--- config.mk ---
export PLATFORM = sky130hd
export DESIGN_NAME = imem_loader_flat
export DESIGN_NICKNAME = d
export VERILOG_FILES = /design/src/rtl/imem_loader_if.sv /design/src/rtl/imem_loader.sv /design/src/flat_wrapper.sv
export SDC_FILE = /design/constraint.sdc
export NUM_CORES = 1
export LEC_CHECK = 0
export ABC_CLOCK_PERIOD_IN_PS = 3030
export BUFFER_PORTS_ARGS = -buffer_cell sky130_fd_sc_hd__buf_2
export CORE_MARGIN = 4
export CORE_UTILIZATION = 30
export DETAILED_ROUTE_END_ITERATION = 8
export PLACE_DENSITY = 0.46
export REMOVE_ABC_BUFFERS = 1
export SLEW_MARGIN = 5
export SYNTH_ARGS = -nofsm -noshare
export SYNTH_HDL_FRONTEND = slang
export SYNTH_SLANG_ARGS = --single-unit
--- constraint.sdc ---
create_clock -name clk -period 3.03 [get_ports clk]
set_input_delay 0.909 -clock clk [delete_from_list [all_inputs] [get_ports clk]]
set_output_delay 0.909 -clock clk [all_outputs]
set_load 0.01 [all_outputs]
--- src/rtl/imem_loader_if.sv ---
// Byte-stream input, instruction-memory write port and load status of the image loader.
// master = loader side, slave = source/memory/core side.
interface imem_loader_if #(
    parameter int ADDR_W = 8
);
    logic              start;
    logic              byte_valid;
    logic [7:0]        byte_data;
    logic              byte_ready;
    logic              wr_en;
    logic [ADDR_W-1:0] wr_addr;
    logic [31:0]       wr_data;
    logic              cpu_hold;
    logic              busy;
    logic              done;
    logic              error;

    modport master (
        input  start, byte_valid, byte_data,
        output byte_ready, wr_en, wr_addr, wr_data, cpu_hold, busy, done, error
    );

    modport slave (
        output start, byte_valid, byte_data,
        input  byte_ready, wr_en, wr_addr, wr_data, cpu_hold, busy, done, error
    );
endinterface

--- src/rtl/imem_loader.sv ---
// Instruction memory loader: length-prefixed byte stream -> little-endian 32-bit word writes.
// Keeps the core in reset until a complete, well-formed image has been written.
module imem_loader #(
    parameter int ADDR_W    = 8,
    parameter int MAX_WORDS = 256
) (
    input logic            clk,
    input logic            reset,
    imem_loader_if.master  bus
);
    typedef enum logic [2:0] {
        IDLE, LEN_LO, LEN_HI, DATA, WRITE, DONE, ERR
    } state_t;

    state_t          state;
    logic [15:0]     len;
    logic [ADDR_W:0] cnt;   // one extra bit so len == 2**ADDR_W is representable
    logic [1:0]      idx;
    logic [23:0]     word;  // byte 3 goes straight into wr_data

    logic        xfer;
    logic [15:0] new_len;
    logic [15:0] cnt_next;

    assign xfer     = bus.byte_valid && bus.byte_ready;
    assign new_len  = {bus.byte_data, len[7:0]};
    assign cnt_next = 16'(cnt) + 16'd1;

    always_ff @(posedge clk) begin
        if (!reset) begin
            state          <= IDLE;
            len            <= '0;
            cnt            <= '0;
            idx            <= '0;
            word           <= '0;
            bus.byte_ready <= 1'b0;
            bus.wr_en      <= 1'b0;
            bus.wr_addr    <= '0;
            bus.wr_data    <= '0;
            bus.cpu_hold   <= 1'b1;
            bus.busy       <= 1'b0;
            bus.done       <= 1'b0;
            bus.error      <= 1'b0;
        end else begin
            case (state)
                IDLE, DONE, ERR: begin
                    if (bus.start) begin
                        state          <= LEN_LO;
                        bus.byte_ready <= 1'b1;
                        bus.busy       <= 1'b1;
                        bus.cpu_hold   <= 1'b1;
                        bus.done       <= 1'b0;
                        bus.error      <= 1'b0;
                    end
                end
                LEN_LO: begin
                    if (xfer) begin
                        len[7:0] <= bus.byte_data;
                        state    <= LEN_HI;
                    end
                end
                LEN_HI: begin
                    if (xfer) begin
                        len[15:8] <= bus.byte_data;
                        if (new_len == 16'd0 || new_len > 16'(MAX_WORDS)) begin
                            state          <= ERR;
                            bus.byte_ready <= 1'b0;
                            bus.busy       <= 1'b0;
                            bus.error      <= 1'b1;
                        end else begin
                            state <= DATA;
                            cnt   <= '0;
                            idx   <= '0;
                        end
                    end
                end
                DATA: begin
                    if (xfer) begin
                        idx <= idx + 2'd1;
                        case (idx)
                            2'd0: word[7:0]   <= bus.byte_data;
                            2'd1: word[15:8]  <= bus.byte_data;
                            2'd2: word[23:16] <= bus.byte_data;
                            default: begin
                                state          <= WRITE;
                                bus.byte_ready <= 1'b0;
                                bus.wr_en      <= 1'b1;
                                bus.wr_addr    <= cnt[ADDR_W-1:0];
                                bus.wr_data    <= {bus.byte_data, word};
                            end
                        endcase
                    end
                end
                WRITE: begin
                    bus.wr_en <= 1'b0;
                    if (cnt_next == len) begin
                        state        <= DONE;
                        bus.busy     <= 1'b0;
                        bus.done     <= 1'b1;
                        bus.cpu_hold <= 1'b0;
                    end else begin
                        state          <= DATA;
                        cnt            <= cnt + 1'b1;
                        idx            <= '0;
                        bus.byte_ready <= 1'b1;
                    end
                end
                default: state <= IDLE;
            endcase
        end
    end
endmodule
--- src/flat_wrapper.sv ---
// flat-port wrapper written by rule: the top's interface ports become plain ports
module imem_loader_flat 
#(
    parameter int ADDR_W    = 8,
    parameter int MAX_WORDS = 256
)
  (clk, reset, bus_start, bus_byte_valid, bus_byte_data, bus_byte_ready, bus_wr_en, bus_wr_addr, bus_wr_data, bus_cpu_hold, bus_busy, bus_done, bus_error);
  imem_loader_if #(.ADDR_W(ADDR_W)) bus_i ();
  input logic clk;
  input logic reset;
  input wire logic [$bits(bus_i.start)-1:0] bus_start;
  input wire logic [$bits(bus_i.byte_valid)-1:0] bus_byte_valid;
  input wire logic [$bits(bus_i.byte_data)-1:0] bus_byte_data;
  output wire logic [$bits(bus_i.byte_ready)-1:0] bus_byte_ready;
  output wire logic [$bits(bus_i.wr_en)-1:0] bus_wr_en;
  output wire logic [$bits(bus_i.wr_addr)-1:0] bus_wr_addr;
  output wire logic [$bits(bus_i.wr_data)-1:0] bus_wr_data;
  output wire logic [$bits(bus_i.cpu_hold)-1:0] bus_cpu_hold;
  output wire logic [$bits(bus_i.busy)-1:0] bus_busy;
  output wire logic [$bits(bus_i.done)-1:0] bus_done;
  output wire logic [$bits(bus_i.error)-1:0] bus_error;
  assign bus_i.start = bus_start;
  assign bus_i.byte_valid = bus_byte_valid;
  assign bus_i.byte_data = bus_byte_data;
  assign bus_byte_ready = bus_i.byte_ready;
  assign bus_wr_en = bus_i.wr_en;
  assign bus_wr_addr = bus_i.wr_addr;
  assign bus_wr_data = bus_i.wr_data;
  assign bus_cpu_hold = bus_i.cpu_hold;
  assign bus_busy = bus_i.busy;
  assign bus_done = bus_i.done;
  assign bus_error = bus_i.error;
  imem_loader #(.ADDR_W(ADDR_W), .MAX_WORDS(MAX_WORDS)) u_core (.clk(clk), .reset(reset), .bus(bus_i));
endmodule
==> results of run 1 <==
## cell type report
type | count | area (um^2)
Clock buffer | 11 | 243
Clock inverter | 4 | 55.1
Fill cell | 1561 | 9340
Inverter | 9 | 33.8
Multi-Input combinational cell | 382 | 2250
Sequential cell | 100 | 2000
Tap cell | 184 | 230
Timing Repair Buffer | 68 | 380
## cells by family after synthesis
kind of cell | Yosys count | synth area share (%)
multiplexers | 45 | 10.1
flip-flops | 100 | 45.0
buffers and inverters | 41 | 4.45
XOR/XNOR | 13 | 2.56
adder cells (fa/ha/maj) | 6 | 1.63
AO/OA/AOI/OAI | 91 | 12.9
AND/OR/NAND/NOR | 227 | 23.3
## per-stage QoR
step,cells,area [um^2],hold slack (ns),total power [mW]
after global placement,743,4900,0.437,1.58
after global routing,758,5190,0.471,2.86
after CTS,758,5190,0.454,2.77
after detailed placement,743,4900,0.445,1.58
after floorplan,491,4280,0.432,1.51
final,758,5190,0.453,2.73
## metal layers
layer | vias to the layer above | routed length [um] | GRT usage, %
met5 | - | 0 | 0
met4 | 0 | 286 | 6.60
met3 | 18 | 489 | 2.46
met2 | 95 | 5110 | 21.7
met1 | 1779 | 5450 | 19.6
li1 | 1904 | - | -
## Yosys cell counts (all sizes together), types with 6 or more instances
library cell	number	area [um^2]
a21oi	51	255
clkbuf	27	111
dfxtp	100	2000
inv	9	33.8
mux2i	45	450
nand2	103	389
nand3	13	70.1
nor2	56	210
nor3	16	80.1
nor4	9	56.3
o21ai	14	73.8
o311ai	6	60.1
xnor2	7	61.3
xor2	6	52.6
## flip-flops by register name, summed over array words and instances (netlist names)
| name | flops |
|---|---|
| u_core.bus.busy | 1 |
| u_core.bus.byte_ready | 1 |
| u_core.bus.cpu_hold | 1 |
| u_core.bus.done | 1 |
| u_core.bus.error | 1 |
| u_core.bus.wr_addr | 8 |
| u_core.bus.wr_data | 32 |
| u_core.bus.wr_en | 1 |
| u_core.cnt | 9 |
| u_core.idx | 2 |
| u_core.len | 16 |
| u_core.state | 3 |
| u_core.word | 24 |
## tightest hold or removal path, stage by stage (launching register included)
cell and delay [ns]:
dfxtp_1 0.31, nand2_1 0.05, a21oi_1 0.05
## how the worst min path moves through the flow
stage | to | from | slack (ns) | depth (start not counted)
after floorplan | u_core.bus.wr_data[0] | u_core.word[0] | 0.43 | 2
after global placement | u_core.bus.wr_data[11] | u_core.word[11] | 0.44 | 2
after detailed placement | u_core.bus.wr_data[24] | u_core.bus.wr_data[24] | 0.44 | 2
after CTS | u_core.bus.wr_data[24] | u_core.bus.wr_data[24] | 0.45 | 2
after global routing | u_core.bus.wr_data[15] | u_core.bus.wr_data[15] | 0.47 | 2
final | u_core.bus.wr_data[8] | u_core.bus.wr_data[8] | 0.45 | 2
## power groups by stage
| stage | registers, mW | logic, mW | clock network (mW) |
|---|---|---|---|
| floorplan | 1.38 | 0.125 | 0 |
| global placement | 1.39 | 0.193 | 0 |
| detailed placement | 1.39 | 0.194 | 0 |
| CTS | 1.36 | 0.195 | 1.22 |
| global route | 1.36 | 0.219 | 1.28 |
| finish | 1.36 | 0.195 | 1.18 |
==> flow_summary.ini, run 1 <==
[clock_network]
clock_latency_ns = 0.34
clock_sinks = 100
cts-buffers-inserted = 9
cts-root-buf = clkbuf_16
ctsHoldBuffers = 0
htree_levels = 3
postCtsSetupRepairBufs = 0
cts_tree = built
cts_resized = 0
clockBufferDepth = 2
clk_pin_slew_ns = 0.07

[layout]
layout_commonest_cell = nand2_1
fin_util_pct = 35.7
syn_to_final_growth_pct = 16.9
drive_gt1_share_pct = 17.1
final_cell_mix = nand2_1 (102), dfxtp_1 (100), buf_2 (57), nor2_1 (56), a21oi_1 (51)
final_net_count = 587
antennaDiodeCount = 0

[worst_setup_path]
crit_type = reg -> reg
path_buf_inv = 0
crit_arrival_ns = 2.81
crit_start = u_core.cnt[0]
r2r_slack_ns = 0.49
startpoint_type = flip-flop
crit_chain = ha_1 -> xnor2_1 -> nand4_1 -> a2111oi_4 -> nand3_1 -> o21ai_2 -> mux2i_1
r2r_end = u_core.cnt[0]
cp_slowest_cell = dfxtp_1
critPathMaxFanout = 10
endpoint_kind = flip-flop
worstSetupEndpoint = u_core.cnt[0]
r2r_cells = 7
cp_num_cells = 7
r2r-start = u_core.cnt[0]
cpLargestDelayFamily = compound AO/OA/AOI/OAI gates
crit_required_ns = 3.31
cpPeakStageDelay_ns = 0.54

[synthesis]
synth-edff-count = 0
synth-seq-cells = 100
synth.avg_cell_area_um2 = 8.50
yosys_warnings = 0
syn_area_um2 = 4440
netlist_instances = 523
synth_top_flop_cell = dfxtp_1
async_reset_ff_share_pct = 0
synth_cell_types = 57
synth_sequential_area_ratio_pct = 45.0

[route]
firstDrtPassIters = 4
route.detailed.drc = 0
wire_per_inst_um = 14.9
vias = 3796
viasPerCell = 5.01
finalWirelength_um = 11300
drtAntennaViolNets = 0
drtIter0Drc = 250

[placed_design]
pre_cts_ws_ns = 0.472
io_buffers = 57
gp_congestion = 0.791
hpwl_um = 7930

[pwr]
intPower_mw = 2.07
swShare_pct = 24.2
power_density_nw_per_um2 = 526
ir_worst_vdd_mv = 0.241
p_comb_share_pct = 7.1
p_switching_mw = 0.662
seq_power_share_pct = 49.7
leakagePower_nw = 2.26
clockPowerShare_pct = 43.2

[timing]
max_freq_mhz = 394
min_period_ns = 2.54
hold_violations = 0
worst_pin_slew_ns = 0.623
clock_skew_ns = 0.00421
rsz0062_at_grt = false
final_max_slew_viol_count = 0
fin_crit_sh_pct = 83.7
setup_violations = 0
setup_tns_ns = 0
slew_headroom_pct = 58.4
fin_ws_ns = 0.494

[global_routing]
grt_max_degree = 66
antenna_found_initial = 0
first_global_vias = 3767
gr-usage-all-layers_pct = 14.2
gr-total-overflow = 0
grt_pass1_wl_um = 19100

[floorplanning]
die_x_um = 130
std_cell_rows = 44
die_h_um = 130
die-area_um2 = 16800
start_util_pct = 30.6
core_um2 = 14500
ios = 58

[worst_hold_path]
hold_path_class = reg -> reg

[job]
max_cap_viol_count = 0

[status]
status = finished clean
Power figures use the tool's default switching activity.
==> inputs of run 2 (changes only) <==
Settings changed: ABC_CLOCK_PERIOD_IN_PS 3030 to 2300, PLACE_DENSITY 0.46 to 0.48.
Clock period 3.03 ns to 2.3 ns, I/O delays scaled along.
==> run 2 against run 1 <==
  * Non-clock buffer count is 31 higher
  * Design area up 5.5%
  * Count of clock-buffer cells in the layout stayed put
  * Clock skew is 0.0041 ns higher
  * Maximum frequency is 16% higher
  * Sequential power grew 32%
  * Power increased by 29%
  * Critical path depth rose by 2
  * First-iteration DRC count grew 3.2%
  * Final cell count up 4.1%
  * Clock power up 24%
  * Critical path type unchanged
  * Critical endpoint is now u_core.idx[1]
  * Largest power group unchanged
==> flow_summary.ini, run 2 (synthesized netlist as in run 1, its figures left out) <==
[placed_design]
io_buffers = 57
dpl_cell_area_um2 = 5150
hpwl_um = 8120
pre_cts_ws_ns = 0.0000102
dp.cells = 774
gp_congestion = 0.819

[worst_setup_path]
crit_required_ns = 2.54
crit_arrival_ns = 2.43
critPathMaxFanout = 7
crit_chain = ha_2 -> buf_6 -> xnor2_2 -> xnor2_2 -> a2111oi_4 -> and4_4 -> a21oi_1 -> buf_4 -> mux2i_1
cpPeakStageDelay_ns = 0.43
r2r_cells = 9
cp_slowest_cell = a2111oi_4
r2r-start = u_core.cnt[0]
cpLargestDelayFamily = compound AO/OA/AOI/OAI gates
r2r_end = u_core.idx[1]
endpoint_kind = flip-flop
crit_type = reg -> reg
startpoint_type = flip-flop
r2r_slack_ns = 0.11
path_common_cell = xnor2_2
path_buf_inv = 2

[route]
vias = 3934
route.detailed.drc = 0
firstDrtPassIters = 4
wire_per_inst_um = 14.8
drtIter0Drc = 258
finalWirelength_um = 11700
viasPerCell = 4.99
drtAntennaViolNets = 0

[timing]
clock_skew_ns = 0.00830
final_max_slew_viol_count = 0
min_period_ns = 2.19
fin_crit_sh_pct = 95.2
worst_pin_slew_ns = 0.489
hold_violations = 0
max_freq_mhz = 457
setup_violations = 0
fin_ws_ns = 0.110
slew_headroom_pct = 67.1
hold_slack_ns = 0.452

[layout]
syn_to_final_growth_pct = 23.3
layout_commonest_cell = nand2_1
final_cells = 789
fillers = 1552
stdcell_area_um2 = 5480
drive_gt1_share_pct = 23.0
final_cell_mix = nand2_1 (102), dfxtp_1 (96), buf_2 (57), nor2_1 (56), a21oi_1 (51)
regMostFlops = u_core.bus.wr_data
antennaDiodeCount = 0
final_net_count = 618
largest_reg_flops = 32
reg_top3 = u_core.bus.wr_data (32), u_core.word (24), u_core.len (16)
fin_util_pct = 37.7

[job]
max_cap_viol_count = 0

[global_routing]
grt_pass1_wl_um = 19200
gr-usage-all-layers_pct = 14.4
first_global_vias = 3844
antenna_found_initial = 0
gr-total-overflow = 0
grt_max_degree = 76

[pwr]
ir_worst_vdd_mv = 0.458
p_switching_mw = 0.893
p_comb_share_pct = 8.0
seq_power_share_pct = 50.6
leakagePower_nw = 2.43
clockPowerShare_pct = 41.4
swShare_pct = 25.3
power_density_nw_per_um2 = 645
intPower_mw = 2.64

[clock_network]
clockBufferDepth = 2
cts_resized = 0
postCtsSetupRepairBufs = 0
clock_latency_ns = 0.35
htree_levels = 3
ctsHoldBuffers = 0
cts_tree = built
clock_sinks = 100
cts-root-buf = clkbuf_16
clk_pin_slew_ns = 0.07
cts-buffers-inserted = 9

[floorplanning]
ios = 58
die_x_um = 130
die_h_um = 130
core_um2 = 14500
std_cell_rows = 44
start_util_pct = 30.6
die-area_um2 = 16800

[status]
status = finished clean

[worst_hold_path]
hold_depth = 2
min_to = u_core.bus.wr_data[14]
min_from = u_core.word[14]
hold_path_class = reg -> reg
run 2: cell types whose count changed in the layout (fill, tap and decap cells not counted), sizes merged:
cell / delta
buf: +31
bufinv: -1
clkinv: +2
clkinvlp: -1
run 2: how the worst max path moves through the flow:
stage	startpoint	endpoint	slack (ns)	depth (start not counted)
after CTS	u_core.cnt[0]	u_core.idx[1]	0.1	8
after global placement	bus_byte_data[1]	u_core.cnt[3]	-0.06	8
final	u_core.cnt[0]	u_core.idx[1]	0.11	9
after global routing	u_core.cnt[0]	u_core.idx[0]	-0.007	9
after floorplan	bus_byte_valid	u_core.bus.byte_ready	-1.98	5
after detailed placement	bus_byte_data[1]	u_core.cnt[3]	0.00001	8
run 2: layout make-up:
class / count / area [um^2] / share of cell area, %
multi-input combinational: 382 / 2290 / 41.8
sequential: 100 / 2010 / 36.6
timing repair buffer: 99 / 642 / 11.7
clock buffer: 11 / 243 / 4.43
tap: 184 / 230 / 4.20
clock inverter: 4 / 33.8 / 0.616
inverter: 9 / 33.8 / 0.616
run 2: power groups by stage:
| stage | Clock (mW) | Sequential (mW) | Combinational [mW] |
|---|---|---|---|
| global route | 1.59 | 1.79 | 0.312 |
| detailed placement | 0 | 1.83 | 0.280 |
| floorplan | 0 | 1.82 | 0.164 |
| global placement | 0 | 1.83 | 0.278 |
| CTS | 1.52 | 1.79 | 0.280 |
| finish | 1.46 | 1.79 | 0.281 |
run 2: tightest hold or removal path, cell delays in order (launching register included):
cell	delay (ns)
dfxtp_1	0.31
nand2_1	0.05
a21oi_1	0.05
run 2: layer usage:
| metal | global-route usage, % | part of all wire, % | vias to the layer above |
|---|---|---|---|
| met5 | 0 | 0 | - |
| li1 | - | - | 1961 |
| met4 | 3.91 | 1.1 | 0 |
| met2 | 22.5 | 46 | 75 |
| met1 | 19.5 | 49 | 1888 |
| met3 | 3.93 | 4.1 | 10 |
run 2: per-stage QoR:
step           power, mW  TNS, ns
5_1_grt             3.69  -0.0112
4_1_cts             3.59        0
2_1_floorplan       1.99   -78.01
3_3_place_gp        2.10  -0.0580
3_5_place_dp        2.11        0
6_report            3.53        0
==> inputs of run 3 (changes only) <==
Settings changed: MAX_ROUTING_LAYER set to met4.
==> run 3 against run 2 <==
  * Sequential share of layout area decreased by 0.46 points
  * Count of clock-buffer cells in the layout decreased by 1
  * Worst hold slack improved by 0.00067 ns
  * Clock skew increased by 0.0021 ns
  * Wire length decreased by 0.91%
  * Maximum frequency increased by 0.97%
  * Die area unchanged
  * Global-route usage increased by 0.35 points
  * Sequential power about the same
  * Worst setup slack improved by 0.021 ns
  * First-iteration DRC count decreased by 5.4%
  * Combinational power increased by 2%
==> flow_summary.ini, run 3 (synthesized netlist as in run 1, its figures left out) <==
[route]
route.detailed.drc = 0
firstDrtPassIters = 4
drtIter0Drc = 244
drtAntennaViolNets = 0
viasPerCell = 4.92
finalWirelength_um = 11600
vias = 3899
wire_per_inst_um = 14.6

[floorplanning]
ios = 58
start_util_pct = 30.6
die_h_um = 130
std_cell_rows = 44
die_x_um = 130
core_um2 = 14500
die-area_um2 = 16800

[layout]
drive_gt1_share_pct = 23.6
fillers = 1543
antennaDiodeCount = 0
final_cell_mix = nand2_1 (102), dfxtp_1 (96), buf_2 (57), nor2_1 (56), a21oi_1 (51)
syn_to_final_growth_pct = 24.9
final_net_count = 621
regMostFlops = u_core.bus.wr_data
fin_util_pct = 38.2
largest_reg_flops = 32
final_cells = 793
layout_commonest_cell = nand2_1
reg_top3 = u_core.bus.wr_data (32), u_core.word (24), u_core.len (16)

[worst_setup_path]
critPathMaxFanout = 7
endpoint_kind = flip-flop
startpoint_type = flip-flop
cpLargestDelayFamily = compound AO/OA/AOI/OAI gates
r2r-start = u_core.cnt[0]
crit_arrival_ns = 2.40
crit_chain = ha_2 -> buf_6 -> xnor2_2 -> xnor2_2 -> a2111oi_4 -> and4_4 -> a21oi_1 -> buf_4 -> mux2i_1
cpPeakStageDelay_ns = 0.42
crit_start = u_core.cnt[0]
crit_type = reg -> reg
path_common_cell = xnor2_2
cp_slowest_cell = a2111oi_4
path_buf_inv = 2
crit_required_ns = 2.53

[timing]
clock_skew_ns = 0.0104
setup_violations = 0
fin_crit_sh_pct = 94.3
setup_tns_ns = 0
worst_pin_slew_ns = 0.443
final_max_slew_viol_count = 0
max_freq_mhz = 461
hold_violations = 0
slew_headroom_pct = 70.2
rsz0062_at_grt = false
min_period_ns = 2.17

[global_routing]
grt_max_degree = 79
antenna_found_initial = 0
grt_pass1_wl_um = 19100
gr-usage-all-layers_pct = 14.7
gr-total-overflow = 0
first_global_vias = 3794

[pwr]
ir_worst_vdd_mv = 0.269
leakagePower_nw = 2.46
power_density_nw_per_um2 = 656

[placed_design]
dp.cells = 777
hpwl_um = 8260
gp_congestion = 0.852
io_buffers = 57

[clock_network]
clk_pin_slew_ns = 0.07
cts_tree = built
htree_levels = 3
clockBufferDepth = 2
postCtsSetupRepairBufs = 0
cts-root-buf = clkbuf_16
clock_sinks = 100
clock_latency_ns = 0.34
cts-buffers-inserted = 9

[worst_hold_path]
min_from = u_core.bus.wr_data[31]
hold_path_class = reg -> reg

[status]
status = finished clean

[job]
max_cap_viol_count = 0
run 3: worst min-delay path, delay by kind of cell (launching register included):
family	cells	cell delay [ns]
and+or+nand+nor	1	0.05
AOI/OAI and AO/OA	1	0.05
DFF	1	0.31
run 3: worst paths after layout:
check | endpoint | slack [ns] | cells past startpoint
max | u_core.idx[1] | 0.13 | 9
min | u_core.bus.wr_data[31] | 0.45 | 2
max reg2reg | u_core.idx[1] | 0.13 | 9
min reg2reg | u_core.bus.wr_data[31] | 0.45 | 2
run 3: power breakdown:
part,total (mW),internal (mW),switching [mW]
logic,0.286,0.121,0.165
clock network,1.57,0.883,0.687
registers,1.79,1.75,0.0347
run 3: final cells by class:
class                   instances  area (um^2)  area share [%]
flip-flops and latches        100         2010            36.2
inverters                       9         33.8           0.609
repair buffers                102          668            12.0
clock inverters                 6         70.1            1.26
multi-input cells             382         2300            41.5
clock buffers                  10          239            4.30
well taps                     184          230            4.15
run 3: timing repair:
item                                    4_1_cts  5_1_grt
resized for setup                             0       16
hold endpoints to repair                      0        0
hold buffers                                  0        0
endpoints found under the setup margin        0       13
run 3: metrics by stage:
| stage | hold WS (ns) | setup slack [ns] | power [mW] | area (um^2) |
|---|---|---|---|---|
| after floorplan | 0.432 | -1.98 | 1.99 | 4280 |
| after global placement | 0.438 | 0.0110 | 2.11 | 5180 |
| after detailed placement | 0.444 | 0.0377 | 2.11 | 5180 |
| after CTS | 0.457 | 0.0121 | 3.70 | 5490 |
| after global routing | 0.471 | 0.00663 | 3.82 | 5550 |
| final | 0.453 | 0.131 | 3.64 | 5550 |
run 3: metal layers:
layer | GRT usage, % | share of wire (%) | up-vias | wire [um]
met2 | 21.9 | 46 | 76 | 5270
met3 | 3.56 | 4.4 | 8 | 505
met1 | 20.0 | 49 | 1845 | 5670
met5 | - | 0 | - | 0
met4 | 4.10 | 1.0 | 0 | 115
li1 | - | - | 1970 | -
